<file path="src/rtl/ttl_pulse_driver.sv">
//==============================================================================
// ttl_pulse_driver
//------------------------------------------------------------------------------
// Consumes the matched word from the real-time output core and drives 8 TTL
// lines. Each strobe's 64-bit command can do two things per channel: write a
// level, or start a self-terminating pulse. A pulse restores the channel's
// previous level after pulse_width cycles. The block also captures the first
// command that overrode a running pulse, and counts accepted strobes.
//
// Command layout (rto_out[63:0]):
//   [7:0] level   [15:8] write_mask   [23:16] pulse_mask   [39:24] pulse_width
//   [63:40] reserved; rto_out[127:64] timestamp (kept only in error capture)
//
// Ports:
//   clk                  system clock
//   reset                asynchronous active-low reset
//   flush                synchronous clear of timers, outputs and error state
//   counter_matched      one-cycle command strobe, rto_out valid with it
//   rto_out[127:0]       matched word
//   ttl_out[NUM_CH-1:0]  TTL line levels
//   busy                 at least one channel is pulsing
//   override_error       sticky: a command hit a channel mid-pulse
//   override_error_data  word that caused the first override since clear
//   command_count[31:0]  accepted strobes (wraps)
//
// Optional build macro: TTL_OUTPUT_RETIME_EN adds one output register stage
// on ttl_out (command-to-pin latency 2). busy and error outputs are not
// delayed.
//
// Revision: 1.0 - initial release
//==============================================================================
`default_nettype none
`timescale 1ns/1ps

module ttl_pulse_driver #(
  parameter int                NUM_CH     = 8,
  parameter int                PW_BITS    = 16,
  parameter logic [NUM_CH-1:0] IDLE_LEVEL = 8'h00
) (
  input  logic              clk,
  input  logic              reset,
  input  logic              flush,
  input  logic              counter_matched,
  input  logic [127:0]      rto_out,
  output logic [NUM_CH-1:0] ttl_out,
  output logic              busy,
  output logic              override_error,
  output logic [127:0]      override_error_data,
  output logic [31:0]       command_count
);

  typedef enum logic {
    ST_IDLE  = 1'b0,
    ST_PULSE = 1'b1
  } ch_state_e;

  // Command field decode
  logic [NUM_CH-1:0]  cmd_level;
  logic [NUM_CH-1:0]  cmd_write;
  logic [NUM_CH-1:0]  cmd_pulse;
  logic [PW_BITS-1:0] cmd_width;

  assign cmd_level = rto_out[0  +: NUM_CH];
  assign cmd_write = rto_out[8  +: NUM_CH];
  assign cmd_pulse = rto_out[16 +: NUM_CH];
  assign cmd_width = rto_out[24 +: PW_BITS];

  ch_state_e          state_q   [NUM_CH];
  ch_state_e          state_d   [NUM_CH];
  logic [PW_BITS-1:0] timer_q   [NUM_CH];
  logic [PW_BITS-1:0] timer_d   [NUM_CH];
  logic [NUM_CH-1:0]  chan_q,    chan_d;
  logic [NUM_CH-1:0]  restore_q, restore_d;
  logic               busy_q,    busy_d;
  logic               err_q,     err_d;
  logic [127:0]       errdat_q,  errdat_d;
  logic [31:0]        count_q,   count_d;
  logic               override_hit;

  always_comb begin
    chan_d       = chan_q;
    restore_d    = restore_q;
    err_d        = err_q;
    errdat_d     = errdat_q;
    count_d      = count_q;
    override_hit = 1'b0;
    busy_d       = 1'b0;
    for (int i = 0; i < NUM_CH; i++) begin
      state_d[i] = state_q[i];
      timer_d[i] = timer_q[i];
    end

    if (flush) begin
      // Flush wins over a simultaneous strobe; that strobe is not counted.
      chan_d   = IDLE_LEVEL;
      err_d    = 1'b0;
      errdat_d = '0;
      for (int i = 0; i < NUM_CH; i++) begin
        state_d[i] = ST_IDLE;
        timer_d[i] = '0;
      end
    end else begin
      for (int i = 0; i < NUM_CH; i++) begin
        if (counter_matched && cmd_write[i]) begin
          // A new write always wins, even on the pulse's final cycle.
          if (state_q[i] == ST_PULSE) begin
            override_hit = 1'b1;
          end
          chan_d[i] = cmd_level[i];
          if (cmd_pulse[i] && (cmd_width != '0)) begin
            restore_d[i] = chan_q[i];
            timer_d[i]   = cmd_width;
            state_d[i]   = ST_PULSE;
          end else begin
            timer_d[i]   = '0;
            state_d[i]   = ST_IDLE;
          end
        end else if (state_q[i] == ST_PULSE) begin
          // Loaded with W at the strobe edge, so restoring at timer==1
          // holds the pulse level for exactly W cycles.
          if (timer_q[i] == PW_BITS'(1)) begin
            chan_d[i]  = restore_q[i];
            timer_d[i] = '0;
            state_d[i] = ST_IDLE;
          end else begin
            timer_d[i] = timer_q[i] - PW_BITS'(1);
          end
        end
      end

      if (override_hit) begin
        err_d = 1'b1;
        if (!err_q) begin
          errdat_d = rto_out;
        end
      end

      if (counter_matched) begin
        count_d = count_q + 32'd1;
      end
    end

    for (int i = 0; i < NUM_CH; i++) begin
      if (state_d[i] == ST_PULSE) begin
        busy_d = 1'b1;
      end
    end
  end

  always_ff @(posedge clk or negedge reset) begin
    if (!reset) begin
      chan_q    <= IDLE_LEVEL;
      restore_q <= '0;
      busy_q    <= 1'b0;
      err_q     <= 1'b0;
      errdat_q  <= '0;
      count_q   <= '0;
      for (int i = 0; i < NUM_CH; i++) begin
        state_q[i] <= ST_IDLE;
        timer_q[i] <= '0;
      end
    end else begin
      chan_q    <= chan_d;
      restore_q <= restore_d;
      busy_q    <= busy_d;
      err_q     <= err_d;
      errdat_q  <= errdat_d;
      count_q   <= count_d;
      for (int i = 0; i < NUM_CH; i++) begin
        state_q[i] <= state_d[i];
        timer_q[i] <= timer_d[i];
      end
    end
  end

`ifdef TTL_OUTPUT_RETIME_EN
  // Pin-side register; it is cleared directly by flush so the pins go idle
  // on the same edge as the channel registers.
  logic [NUM_CH-1:0] pin_q;

  always_ff @(posedge clk or negedge reset) begin
    if (!reset) begin
      pin_q <= IDLE_LEVEL;
    end else if (flush) begin
      pin_q <= IDLE_LEVEL;
    end else begin
      pin_q <= chan_q;
    end
  end

  assign ttl_out = pin_q;
`else
  assign ttl_out = chan_q;
`endif

  assign busy                = busy_q;
  assign override_error      = err_q;
  assign override_error_data = errdat_q;
  assign command_count       = count_q;

endmodule

`default_nettype wire

</file>
<file path="config.mk">
export PLATFORM = sky130hd
export DESIGN_NAME = ttl_pulse_driver
export DESIGN_NICKNAME = d
export VERILOG_FILES = /design/src/rtl/ttl_pulse_driver.sv
export SDC_FILE = /design/constraint.sdc
export NUM_CORES = 1
export LEC_CHECK = 0
export ABC_AREA = 1
export CORE_ASPECT_RATIO = 0.6
export CORE_MARGIN = 3
export CORE_UTILIZATION = 54
export DETAILED_ROUTE_END_ITERATION = 7
export GPL_TIMING_DRIVEN = 0
export PLACE_DENSITY_LB_ADDON = 0.1
export REMOVE_ABC_BUFFERS = 1
export SYNTH_ARGS = -nofsm -noshare
export SYNTH_HDL_FRONTEND = slang
export SYNTH_SLANG_ARGS = --single-unit
</file>
<file path="constraint.sdc">
create_clock -name clk -period 2.09 [get_ports clk]
set_clock_uncertainty 0.1 [all_clocks]
set_input_delay 0.3135 -clock clk [delete_from_list [all_inputs] [get_ports clk]]
set_output_delay 0.3135 -clock clk [all_outputs]
set_load 0.05 [all_outputs]
</file>
==> results of run 1 <==
worst paths after layout:
path / depth (start not counted) / slack, ns / start / endpoint
worst max-delay path: 4 / -0.02 / override_error / override_error_data[31]
worst min-delay path: 2 / 0.15 / flush / override_error_data[69]
worst max register to register: 4 / -0.02 / override_error / override_error_data[31]
worst min register to register: 2 / 0.37 / restore_q[7] / restore_q[7]
max in group asynchronous: 3 / 0.58 / reset / timer_q[113]
min in group asynchronous: 2 / 0.24 / reset / command_count[24]
synth_stat cells (all sizes together):
| cell type | n | share of area (%) |
|---|---|---|
| nand3 | 354 | 10 |
| o211ai | 17 | 0.70 |
| clkbuf | 26 | 0.54 |
| xnor2 | 10 | 0.48 |
| nand4 | 27 | 0.93 |
| clkinv | 2 | 0.041 |
| and3 | 1 | 0.034 |
| nand2 | 800 | 17 |
| o21bai | 20 | 0.83 |
| o21ai | 119 | 3.3 |
| a21oi | 132 | 3.7 |
| dfrtp | 314 | 43 |
| nand3b | 8 | 0.33 |
| xor2 | 43 | 2.1 |
| or2 | 7 | 0.24 |
| buf | 64 | 2.2 |
| a31oi | 1 | 0.034 |
| a21boi | 1 | 0.041 |
| a21o | 5 | 0.21 |
| inv | 214 | 4.4 |
| nor3 | 17 | 0.50 |
| o22ai | 21 | 0.86 |
| nor2 | 324 | 7.2 |
| ha | 17 | 1.2 |
worst reg2reg max path, stage by stage, from the launching register on:
cell and delay (ns):
sky130_fd_sc_hd__dfrtp_1 0.49, sky130_fd_sc_hd__clkinv_8 0.42, sky130_fd_sc_hd__nand2_4 0.84, sky130_fd_sc_hd__nand3_1 0.13
sky130_fd_sc_hd__nand2_1 0.08
what timing repair did:
item / 4_1_cts / 5_1_grt
setup endpoints to repair: 459 / 175
resized for setup: 211 / 37
pin swaps: 7 / 3
cloned: 9 / 4
buffers inserted: 3 / 8
hold endpoints to repair: 96 / 0
hold buffers: 1 / 0
state kept, by name, indices dropped and copies added (netlist names):
name and cells:
timer_q 128, busy 1, restore_q 8, state_q 8
command_count 32, override_error 1, override_error_data 128, ttl_out 8
layout by cell type, fill, tap and decap left out, types with 3 or more instances in the layout:
cell | netlist | final
sky130_fd_sc_hd__clkbuf_16 | 0 | 32
sky130_fd_sc_hd__nand2_8 | 1 | 10
sky130_fd_sc_hd__or2_2 | 6 | 6
sky130_fd_sc_hd__nand2_1 | 783 | 764
sky130_fd_sc_hd__o211ai_1 | 17 | 17
sky130_fd_sc_hd__nand4_1 | 27 | 27
sky130_fd_sc_hd__a21oi_1 | 131 | 130
sky130_fd_sc_hd__nor3_1 | 16 | 16
sky130_fd_sc_hd__nand3b_1 | 8 | 8
sky130_fd_sc_hd__buf_4 | 9 | 9
sky130_fd_sc_hd__inv_2 | 16 | 15
sky130_fd_sc_hd__ha_1 | 17 | 17
sky130_fd_sc_hd__buf_12 | 0 | 3
sky130_fd_sc_hd__dfrtp_1 | 314 | 312
sky130_fd_sc_hd__clkbuf_1 | 26 | 9
sky130_fd_sc_hd__clkdlybuf4s50_1 | 0 | 127
sky130_fd_sc_hd__clkinvlp_4 | 0 | 8
sky130_fd_sc_hd__nor2_4 | 4 | 11
sky130_fd_sc_hd__o21ai_0 | 65 | 65
sky130_fd_sc_hd__nand2_2 | 7 | 23
sky130_fd_sc_hd__nor2_2 | 17 | 29
sky130_fd_sc_hd__a21o_1 | 5 | 5
sky130_fd_sc_hd__nor2_1 | 302 | 283
sky130_fd_sc_hd__clkinv_2 | 0 | 4
sky130_fd_sc_hd__o21bai_1 | 20 | 20
sky130_fd_sc_hd__dlygate4sd2_1 | 0 | 170
sky130_fd_sc_hd__o21ai_1 | 54 | 54
sky130_fd_sc_hd__nand3_1 | 342 | 342
sky130_fd_sc_hd__nand3_2 | 12 | 12
sky130_fd_sc_hd__buf_16 | 0 | 4
sky130_fd_sc_hd__inv_1 | 198 | 194
sky130_fd_sc_hd__o22ai_1 | 17 | 17
sky130_fd_sc_hd__clkbuf_8 | 0 | 5
sky130_fd_sc_hd__xnor2_1 | 10 | 10
sky130_fd_sc_hd__nand2_4 | 9 | 15
sky130_fd_sc_hd__xor2_1 | 43 | 43
sky130_fd_sc_hd__o22ai_2 | 4 | 4
through the flow:
| stage | hold WS, ns | setup WS (ns) | TNS, ns | util [%] | instance area [um^2] |
|---|---|---|---|---|---|
| CTS | 0.129 | 0.00871 | 0 | 68.5 | 22500 |
| global route | 0.155 | -0.0291 | -0.122 | 69.3 | 22700 |
| finish | 0.145 | -0.0248 | -0.0832 | 69.3 | 22700 |
| global placement | 0.354 | -13.43 | -5836.37 | 64.9 | 21300 |
| floorplan | -0.0821 | -2.31 | -290.68 | - | 17700 |
| detailed placement | 0.295 | -2.35 | -526.82 | 65.3 | 21400 |
cells by family after synthesis:
logic type                 Yosys count  synth area share, %
DFF                                314                 43.2
AOI/OAI and AO/OA                  316                 9.59
adders and majority gates           17                 1.17
buffers and inverters              306                 7.19
and+or+nand+nor                   1538                 36.3
xor gates and xnor gates            53                 2.55
report_power, final:
group	internal (mW)	switching [mW]	total, mW	leakage (nW)
clock	3.16	2.54	5.70	0.478
combinational	1.96	4.47	6.43	6.90
sequential	6.80	0.743	7.54	4.19
routing by layer:
layer | up-vias | share of wire (%)
li1 | 8809 | -
met1 | 9081 | 43
met2 | 1045 | 42
met3 | 149 | 12
met4 | 0 | 3.1
met5 | - | 0
layout make-up:
type,instances,share of cell area (%)
Tap cell,450,2.48
Clock inverter,11,0.539
Inverter,216,3.75
Multi-Input combinational cell,1936,41.3
Timing Repair Buffer,318,13.5
Sequential cell,314,34.6
Clock buffer,45,3.86
==> load_flow_metrics.sql, run 1 <==
INSERT INTO impl_metrics (metric_group, metric, value, unit) VALUES
('worst_setup_path', 'worst_ep_arrival_time', '2.54', 'ns'),
('timing', 'tightestPinTransition', '1.49', 'ns'),
('worst_setup_path', 'timing_worst_setup_path_type', 'reg2reg', ''),
('cts', 'worstSkewPairLatency', '0.59', 'ns'),
('cts', 'tritoncts_num_sinks', '314', ''),
('power_and_ir_drop', 'powerDensity', '865', 'nW/um^2'),
('min_path', 'min-delay-path-class', 'in2reg', ''),
('placement', 'dp_hpwl', '40.1', 'mm'),
('worst_setup_path', 'timing.critical_path.slowest_cell_delay', '0.62', 'ns'),
('cts', 'clk_transition_reported_paths', '0.06', 'ns'),
('flow_run', 'drv.max_cap_violation_count', '1', ''),
('global_route', 'number_of_global_route_vias_before_repair', '17371', ''),
('global_route', 'grtUsageMet3', '6.99', '%'),
('worst_setup_path', 'crit_slowest_cell', 'sky130_fd_sc_hd__nand2_4', ''),
('floorplanning', 'starting_density_of_the_core', '55.5', '%'),
('timing', 'grt_setup_unrepaired', 'true', ''),
('timing', 'max-slew-margin-rel', '0.586', '%'),
('floorplanning', 'area_of_the_die', '36000', 'um^2'),
('timing', 'fmaxAchievable', '473', 'MHz'),
('global_route', 'maximum_number_of_pins_on_one_net_before_global_route_repair', '113', ''),
('synth', 'synth.yosys.warnings', '0', ''),
('timing', 'final.period_utilization', '101', '%'),
('worst_setup_path', 'required', '2.51', 'ns'),
('global_route', 'grt_met1_usage', '50.6', '%'),
('floorplanning', 'floorplan.die.height', '148', 'um'),
('worst_setup_path', 'end_kind', 'register', ''),
('global_route', 'grt_first_pass_wirelength', '97.5', 'mm'),
('worst_setup_path', 'worst_setup_path_start_kind', 'register', ''),
('finish', 'number_of_nets_in_the_final_layout', '2966', ''),
('timing', 'setup_viol_count_final', '5', ''),
('detailed_routing', 'detailedRoute.firstIterationViolations', '2574', ''),
('synth', 'synth-seq-area-share', '43.2', '%'),
('finish', 'final-seq-area', '7860', 'um^2'),
('cts', 'cts-buffers-inserted', '31', ''),
('detailed_routing', 'via_cell_ratio', '5.80', ''),
('detailed_routing', 'drt-pass1-iter-count', '6', ''),
('detailed_routing', 'drt-wirelength-per-cell', '19.4', 'um'),
('synth', 'synthDistinctLibCells', '41', ''),
('detailed_routing', 'drc', '0', ''),
('cts', 'cts_max_level', '1', ''),
('cts', 'clk_path_buf_depth', '3', ''),
('worst_setup_path', 'cp_num_buf_inv', '1', ''),
('finish', 'footprint_of_the_multi_input_gates', '9400', 'um^2'),
('floorplanning', 'num_io_pins', '302', ''),
('timing', 'post-route-min-period', '2.11', 'ns'),
('finish', 'layout-drive-gt1-share', '7.18', '%'),
('worst_setup_path', 'crit_fanout', '112', ''),
('placement', 'numPlacedInstances', '3209', ''),
('floorplanning', 'core_area', '32800', 'um^2'),
('finish', 'insertedDiodeCount', '0', ''),
('timing', 'worst_slack', '-0.0248', 'ns'),
('synth', 'syn-instance-count', '2544', ''),
('global_route', 'grt_antenna_before_repair', '0', ''),
('global_route', 'gr-max-usage-layer', 'met1', ''),
('power_and_ir_drop', 'finalPower', '19.7', 'mW'),
('global_route', 'grt_use_met2', '48.7', '%'),
('global_route', 'overflow_after_grt', '0', ''),
('floorplanning', 'die_w', '243', 'um'),
('finish', 'instances_no_fill', '3290', ''),
('detailed_routing', 'vias', '19084', ''),
('timing', 'drv_slew', '0', ''),
('detailed_routing', 'routed_wl', '63.8', 'mm'),
('placement', 'routabilityCongestion', '0.948', ''),
('worst_setup_path', 'critPathTopFamily', 'simple AND/OR/NAND/NOR gates', ''),
('floorplanning', 'std_cell_rows', '51', ''),
('worst_setup_path', 'timing.critical_path.cells', 'clkinv_8, nand2_4, nand3_1, nand2_1', ''),
('detailed_routing', 'antenna_left', '0', ''),
('status', 'violations_in_the_final_reports', 'capacitance limit, setup timing', ''),
('power_and_ir_drop', 'p_leak', '11.6', 'nW'),
('global_route', 'grt.total_usage', '33.7', '%'),
('power_and_ir_drop', 'vdd_drop_max', '0.752', 'mV'),
('synth', 'synth.ff_latch_count', '314', ''),
('cts', 'clock_tree.root_cell', 'sky130_fd_sc_hd__clkbuf_16', ''),
('timing', 'final_hold_viol_count', '0', ''),
('placement', 'count_of_input_and_output_buffers', '301', ''),
('status', 'status', 'finished, violations left', ''),
('finish', 'layout-area-overhead-vs-synth', '25.0', '%'),
('cts', 'clock_tree_from_tritoncts', 'built', ''),
('finish', 'n_fill_cell', '2810', ''),
('synth', 'synthesis.area', '18200', 'um^2'),
('synth', 'synth.avg_cell_area', '7.15', 'um^2');
Power figures use the tool's default switching activity.
==> run 2: changes to the inputs <==
CORE_UTILIZATION = 49   (was 54)
HOLD_SLACK_MARGIN = 0.03   (was unset)
SKIP_CTS_REPAIR_TIMING = 1   (was unset)
clock period = 1.9 ns   (was 2.09 ns; I/O delays follow)
==> run 2 against run 1 <==
Net effect:
- the run ends with setup timing left
- combinational power is 20% higher
- count of clock-buffer cells in the layout is 1 higher
- final cell count is 1.5% higher
- sequential cell count stayed put
- worst setup slack better by 0.00065 ns
- sequential power is 11% higher
- critical path depth is 1 higher
- non-clock buffer count is 31 higher
- hold slack worse by 0.052 ns
- via count is 1.1% higher
- first-iteration DRC count is 2.5% higher
- largest power group unchanged
==> load_flow_metrics.sql, run 2 (same netlist as run 1, synthesis figures left out) <==
INSERT INTO impl_metrics (metric_group, metric, value, unit) VALUES
('floorplanning', 'area_of_the_die', '39600', 'um^2'),
('detailed_routing', 'drt-wirelength-per-cell', '20.4', 'um'),
('global_route', 'maximum_number_of_pins_on_one_net_before_global_route_repair', '154', ''),
('timing', 'post-route-min-period', '1.92', 'ns'),
('floorplanning', 'floorplan.die.height', '155', 'um'),
('timing', 'max-slew-margin-rel', '2.73', '%'),
('timing', 'final.period_utilization', '101', '%'),
('cts', 'clock_tree.root_cell', 'sky130_fd_sc_hd__clkbuf_16', ''),
('power_and_ir_drop', 'vdd_drop_max', '0.765', 'mV'),
('detailed_routing', 'detailedRoute.firstIterationViolations', '2639', ''),
('power_and_ir_drop', 'seq_power_share', '37.6', '%'),
('cts', 'clk_path_buf_depth', '3', ''),
('placement', 'count_of_input_and_output_buffers', '301', ''),
('detailed_routing', 'vias', '19286', ''),
('global_route', 'number_of_global_route_vias_before_repair', '16895', ''),
('worst_setup_path', 'timing.critical_path.slowest_cell_delay', '1.08', 'ns'),
('placement', 'routabilityCongestion', '0.949', ''),
('floorplanning', 'die_w', '255', 'um'),
('min_path', 'min-delay-path-class', 'in2reg', ''),
('placement', 'dp_worst_setup_slack', '-2.40', 'ns'),
('cts', 'tritoncts_num_sinks', '314', ''),
('global_route', 'grt_antenna_before_repair', '2', ''),
('finish', 'utilization', '67.2', '%'),
('detailed_routing', 'antenna_left', '0', ''),
('timing', 'fmaxAchievable', '520', 'MHz'),
('worst_setup_path', 'regToRegEndpoint', 'timer_q[44]', ''),
('floorplanning', 'starting_density_of_the_core', '50.8', '%'),
('finish', 'layout-drive-gt1-share', '11.8', '%'),
('worst_setup_path', 'r2r_start', 'timer_q[39]', ''),
('cts', 'worstSkewPairLatency', '0.60', 'ns'),
('worst_setup_path', 'crit_fanout', '8', ''),
('cts', 'cts-buffers-inserted', '31', ''),
('floorplanning', 'core_area', '35800', 'um^2'),
('finish', 'final_common_cell', 'sky130_fd_sc_hd__nand2_1', ''),
('min_path', 'worst_hold_path.endpoint', 'override_error_data[109]', ''),
('worst_setup_path', 'crit_slowest_cell', 'sky130_fd_sc_hd__nor2_1', ''),
('finish', 'layout-area-overhead-vs-synth', '32.2', '%'),
('timing', 'worst_slack', '-0.0242', 'ns'),
('finish', 'insertedDiodeCount', '0', ''),
('detailed_routing', 'routed_wl', '68.0', 'mm'),
('detailed_routing', 'drc', '0', ''),
('cts', 'clk_transition_reported_paths', '0.07', 'ns'),
('timing', 'final_hold_viol_count', '0', ''),
('power_and_ir_drop', 'p_leak', '13.8', 'nW'),
('worst_setup_path', 'timing_worst_setup_path_type', 'in2reg', ''),
('global_route', 'overflow_after_grt', '0', ''),
('floorplanning', 'std_cell_rows', '53', ''),
('worst_setup_path', 'end_kind', 'register', ''),
('status', 'status', 'finished, violations left', ''),
('min_path', 'hold-path-cell-count', '3', ''),
('status', 'violations_in_the_final_reports', 'setup timing', ''),
('worst_setup_path', 'regToRegSetupSlack', '0.01', 'ns'),
('floorplanning', 'num_io_pins', '302', ''),
('worst_setup_path', 'required', '2.31', 'ns'),
('cts', 'clock_tree_from_tritoncts', 'built', ''),
('timing', 'drv_slew', '0', ''),
('worst_setup_path', 'timing.critical_path.cells', 'clkdlybuf4s50_1, inv_1, nor2_1, nand2_1, a21oi_1', ''),
('worst_setup_path', 'worst_setup_path_start_kind', 'input port', ''),
('power_and_ir_drop', 'combinational_power_share', '34.7', '%'),
('cts', 'cts_max_level', '1', ''),
('placement', 'dp_hpwl', '40.4', 'mm'),
('detailed_routing', 'via_cell_ratio', '5.77', ''),
('finish', 'most_used_cells_in_the_layout_excluding_fill_and_tap_cells', '747 x sky130_fd_sc_hd__nand2_1, 339 x sky130_fd_sc_hd__nand3_1, 309 x sky130_fd_sc_hd__dfrtp_1', ''),
('global_route', 'grt.total_usage', '28.8', '%'),
('power_and_ir_drop', 'clock_power_share', '27.7', '%'),
('min_path', 'hold_start', 'flush', ''),
('power_and_ir_drop', 'intPower', '13.4', 'mW'),
('worst_setup_path', 'critPathTopFamily', 'simple AND/OR/NAND/NOR gates', ''),
('worst_setup_path', 'cp_num_buf_inv', '2', ''),
('timing', 'tightestPinTransition', '1.45', 'ns'),
('flow_run', 'drv.max_cap_violation_count', '0', ''),
('timing', 'setup_viol_count_final', '2', ''),
('finish', 'number_of_nets_in_the_final_layout', '3001', ''),
('worst_setup_path', 'worst_ep_arrival_time', '2.34', 'ns'),
('detailed_routing', 'drt-pass1-iter-count', '6', ''),
('power_and_ir_drop', 'netSwitchingPower', '8.83', 'mW'),
('global_route', 'grt_first_pass_wirelength', '91.8', 'mm'),
('power_and_ir_drop', 'powerDensity', '923', 'nW/um^2'),
('timing', 'grt_setup_unrepaired', 'true', ''),
('worst_setup_path', 'register_to_register_path_depth', '10', ''),
('power_and_ir_drop', 'p_sw_share', '39.8', '%');
## run 2: changes by cell type in the layout (fill, tap and decap cells not counted), sizes merged
cell / before / now
dlygate4sd2: 170 / 0
dlymetal6s2s: 0 / 159
buf: 18 / 44
clkbuf: 46 / 62
clkinvlp: 8 / 15
inv: 211 / 207
dlygate4sd3: 1 / 3
bufinv: 2 / 1
clkdlybuf4s15: 1 / 0
clkinv: 6 / 5
## run 2: worst max path at each step
stage,from,to,slack (ns),cells after the start
floorplan,override_error,override_error_data[0],-2.50,3
global placement,reset,override_error_data[111],-13.71,1
finish,rto_out[32],timer_q[8],-0.02,5
global route,timer_q[38],timer_q[44],-0.04,10
detailed placement,counter_matched,override_error_data[4],-2.40,8
CTS,counter_matched,override_error_data[4],-1.79,8
## run 2: metal layers
metal	GRT usage, %	up-vias	share of wire, %	wire length, um
met5	0	-	0	0
li1	-	8884	-	-
met4	7.97	0	3.0	2060
met1	43.5	9243	44	30000
met2	42.8	1013	43	29300
met3	4.83	146	9.8	6700
## run 2: power by group through the flow
stage,clock network (mW),registers (mW),logic [mW]
2_1_floorplan,0,9.18,3.63
3_3_place_gp,0,8.35,6.63
3_5_place_dp,0,8.36,6.80
4_1_cts,6.24,8.26,6.83
5_1_grt,6.50,8.44,8.38
6_report,6.15,8.35,7.72
## run 2: per-stage QoR
| step | cell area, um^2 | hold WS (ns) | cells | power [mW] | TNS [ns] |
|---|---|---|---|---|---|
| 2_1_floorplan | 17700 | -0.111 | 2454 | 12.8 | -316.85 |
| 4_1_cts | 22400 | -0.347 | 3280 | 21.3 | -410.79 |
| 3_3_place_gp | 21300 | 0.355 | 3222 | 15.0 | -6015.17 |
| 6_report | 24100 | 0.0937 | 3340 | 22.2 | -0.0469 |
| 5_1_grt | 24100 | 0.100 | 3340 | 23.3 | -0.900 |
| 3_5_place_dp | 21400 | 0.290 | 3226 | 15.2 | -553.16 |
## run 2: tightest hold or removal path: stages
cell and delay, ns:
sky130_fd_sc_hd__buf_6 0.14, sky130_fd_sc_hd__clkbuf_16 0.25, sky130_fd_sc_hd__a21oi_1 0.06
## run 2: layout make-up
class / count / area [um^2]
Timing Repair inverter: 4 / 31.3
Fill cell: 2980 / 11800
Timing Repair Buffer: 349 / 3900
Tap cell: 467 / 584
Sequential cell: 314 / 7860
Inverter: 216 / 893
Clock inverter: 8 / 60.1
Clock buffer: 46 / 932
Multi-Input combinational cell: 1936 / 9790
==> run 3: changes to the inputs <==
REMOVE_ABC_BUFFERS = unset   (was 1)
SETUP_SLACK_MARGIN = 0.1   (was unset)
==> run 3 against run 2 <==
Net effect:
- total power grew 3.8%
- core utilization up 0.72 points
- combinational power increased by 6.0%
- worst setup slack improved by 0.12 ns
- first-iteration DRC count is 2.2% lower
- the run now ends clean
- critical endpoint is now timer_q[89]
- cell area is 1.1% higher
- via count increased by 2.2%
==> load_flow_metrics.sql, run 3 (same netlist as run 1, synthesis figures left out) <==
INSERT INTO impl_metrics (metric_group, metric, value, unit) VALUES
('flow_run', 'drv.max_cap_violation_count', '0', ''),
('worst_setup_path', 'register_to_register_path_depth', '10', ''),
('worst_setup_path', 'timing_worst_setup_path_type', 'reg2reg', ''),
('floorplanning', 'die_w', '255', 'um'),
('floorplanning', 'starting_density_of_the_core', '50.8', '%'),
('timing', 'max-slew-margin-rel', '23.2', '%'),
('synth', 'synth.net_count', '2693', ''),
('timing', 'finalHoldWorstSlack', '0.0329', 'ns'),
('finish', 'insertedDiodeCount', '0', ''),
('floorplanning', 'std_cell_rows', '53', ''),
('power_and_ir_drop', 'vdd_drop_max', '0.800', 'mV'),
('finish', 'final_common_cell', 'sky130_fd_sc_hd__nand2_1', ''),
('global_route', 'number_of_global_route_vias_before_repair', '17278', ''),
('worst_setup_path', 'crit_path_frequent_cell', 'sky130_fd_sc_hd__nand2_1', ''),
('global_route', 'maximum_number_of_pins_on_one_net_before_global_route_repair', '115', ''),
('detailed_routing', 'drc', '0', ''),
('cts', 'cts-buffers-inserted', '31', ''),
('floorplanning', 'core_area', '35800', 'um^2'),
('finish', 'number_of_nets_in_the_final_layout', '3097', ''),
('detailed_routing', 'detailedRoute.firstIterationViolations', '2582', ''),
('timing', 'fmaxAchievable', '556', 'MHz'),
('finish', 'layout-area-overhead-vs-synth', '33.6', '%'),
('cts', 'clock_tree_from_tritoncts', 'built', ''),
('detailed_routing', 'antenna_left', '0', ''),
('cts', 'tritoncts_num_sinks', '314', ''),
('timing', 'final_hold_viol_count', '0', ''),
('timing', 'drv_slew', '0', ''),
('placement', 'routabilityCongestion', '0.973', ''),
('worst_setup_path', 'crit_fanout', '8', ''),
('worst_setup_path', 'worst_setup_path_start_kind', 'register', ''),
('finish', 'final-seq-area', '7880', 'um^2'),
('finish', 'n_fill_cell', '3036', ''),
('placement', 'count_of_input_and_output_buffers', '299', ''),
('detailed_routing', 'via_cell_ratio', '5.73', ''),
('timing', 'finalSetupTns', '0', 'ns'),
('floorplanning', 'floorplan.die.height', '155', 'um'),
('cts', 'cts_max_level', '1', ''),
('floorplanning', 'area_of_the_die', '39600', 'um^2'),
('status', 'status', 'finished, final reports clean', ''),
('power_and_ir_drop', 'p_leak', '13.2', 'nW'),
('global_route', 'grt_first_pass_wirelength', '103', 'mm'),
('detailed_routing', 'vias', '19715', ''),
('global_route', 'grt_antenna_before_repair', '2', ''),
('timing', 'grt_setup_unrepaired', 'true', ''),
('min_path', 'min-delay-path-class', 'in2reg', ''),
('worst_setup_path', 'required', '2.27', 'ns'),
('timing', 'post-route-min-period', '1.80', 'ns'),
('finish', 'most_used_cells_in_the_layout_excluding_fill_and_tap_cells', '740 x sky130_fd_sc_hd__nand2_1, 330 x sky130_fd_sc_hd__nand3_1, 293 x sky130_fd_sc_hd__dfrtp_1', ''),
('detailed_routing', 'routed_wl', '70.0', 'mm'),
('finish', 'footprint_of_the_multi_input_gates', '9970', 'um^2'),
('floorplanning', 'num_io_pins', '302', ''),
('cts', 'clk_path_buf_depth', '3', ''),
('cts', 'clock_tree.root_cell', 'sky130_fd_sc_hd__clkbuf_16', ''),
('cts', 'clk_transition_reported_paths', '0.07', 'ns'),
('global_route', 'grt.total_usage', '33.3', '%'),
('min_path', 'hold-path-cell-count', '3', ''),
('worst_setup_path', 'timing.critical_path.cells', 'nor2_2, nand2_1, nor2_1, nand2_2, nand2_4, clkinvlp_4, nand3_2, nand2_1, nand2_1, nand2_1', ''),
('worst_setup_path', 'timing.critical_path.slowest_cell_delay', '0.42', 'ns'),
('detailed_routing', 'drt-pass1-iter-count', '6', ''),
('worst_setup_path', 'end_kind', 'register', ''),
('finish', 'layout-drive-gt1-share', '19.4', '%'),
('timing', 'tightestPinTransition', '1.15', 'ns'),
('global_route', 'overflow_after_grt', '0', ''),
('worst_setup_path', 'worst_ep_arrival_time', '2.17', 'ns'),
('worst_setup_path', 'crit_slowest_cell', 'sky130_fd_sc_hd__dfrtp_1', ''),
('power_and_ir_drop', 'powerDensity', '948', 'nW/um^2'),
('placement', 'dp_hpwl', '50.0', 'mm'),
('detailed_routing', 'drt-wirelength-per-cell', '20.4', 'um'),
('cts', 'worstSkewPairLatency', '0.59', 'ns'),
('timing', 'final.period_utilization', '94.7', '%'),
('timing', 'setup_viol_count_final', '0', '');
-- run 3: cell count changes in the layout (fill, tap and decap cells not counted), moves of 11 or more --
cell	delta
sky130_fd_sc_hd__nor2_2	+11
sky130_fd_sc_hd__nor2_1	-35
sky130_fd_sc_hd__clkbuf_2	+79
sky130_fd_sc_hd__dlymetal6s2s_1	-70
sky130_fd_sc_hd__clkbuf_1	+16
sky130_fd_sc_hd__nor2_4	+24
sky130_fd_sc_hd__buf_4	+37
sky130_fd_sc_hd__buf_6	+11
sky130_fd_sc_hd__dfrtp_1	-16
sky130_fd_sc_hd__inv_2	+15
sky130_fd_sc_hd__buf_2	+33
sky130_fd_sc_hd__dfrtp_2	+16
-- run 3: final timing paths --
check                        startpoint                      end  slack [ns]
setup / recovery            timer_q[84]              timer_q[89]        0.10
hold / removal              rto_out[38]  override_error_data[38]        0.03
setup reg to reg            timer_q[84]              timer_q[89]        0.10
hold reg to reg            restore_q[2]             restore_q[2]        0.38
max in group asynchronous         reset              timer_q[45]        0.34
min in group asynchronous         reset        command_count[18]        0.24
-- run 3: power breakdown --
group	internal [mW]	total (mW)	switching [mW]
registers	7.50	8.45	0.952
logic	2.77	8.18	5.41
clock network	3.61	6.43	2.81
total	13.9	23.1	9.17
-- run 3: cell type report --
type	count	share of cell area (%)
clock buffers	46	3.79
repair inverters	1	0.0309
inverters	216	3.40
flip-flops and latches	314	32.4
multi-input cells	1925	41.0
plain buffers	90	2.54
well taps	467	2.40
repair buffers	369	13.9
clock inverters	11	0.458
-- run 3: per-stage QoR --
stage | total power [mW] | utilization [%] | worst slack [ns] | instance area [um^2] | instances
6_report | 23.1 | 67.9 | 0.101 | 24300 | 3439
5_1_grt | 24.2 | 67.9 | 0.0118 | 24300 | 3439
3_3_place_gp | 15.3 | 60.9 | -15.00 | 21800 | 3310
2_1_floorplan | 13.0 | - | 0.102 | 18200 | 2544
4_1_cts | 21.9 | 64.1 | -0.420 | 22900 | 3371
3_5_place_dp | 15.5 | 61.2 | -0.940 | 21900 | 3314
-- run 3: critical path, delay by kind of cell (launching register included) --
family | cells | cell delay (ns)
buf+inv | 1 | 0.23
flops | 1 | 0.42
simple gates | 9 | 0.93
-- run 3: routing by layer --
layer	track usage, %	part of all wire, %	vias up
met3	5.91	9.7	154
met4	7.86	3.0	0
met1	51.9	44	9503
li1	-	-	9054
met2	47.6	43	1004
met5	0	0	-
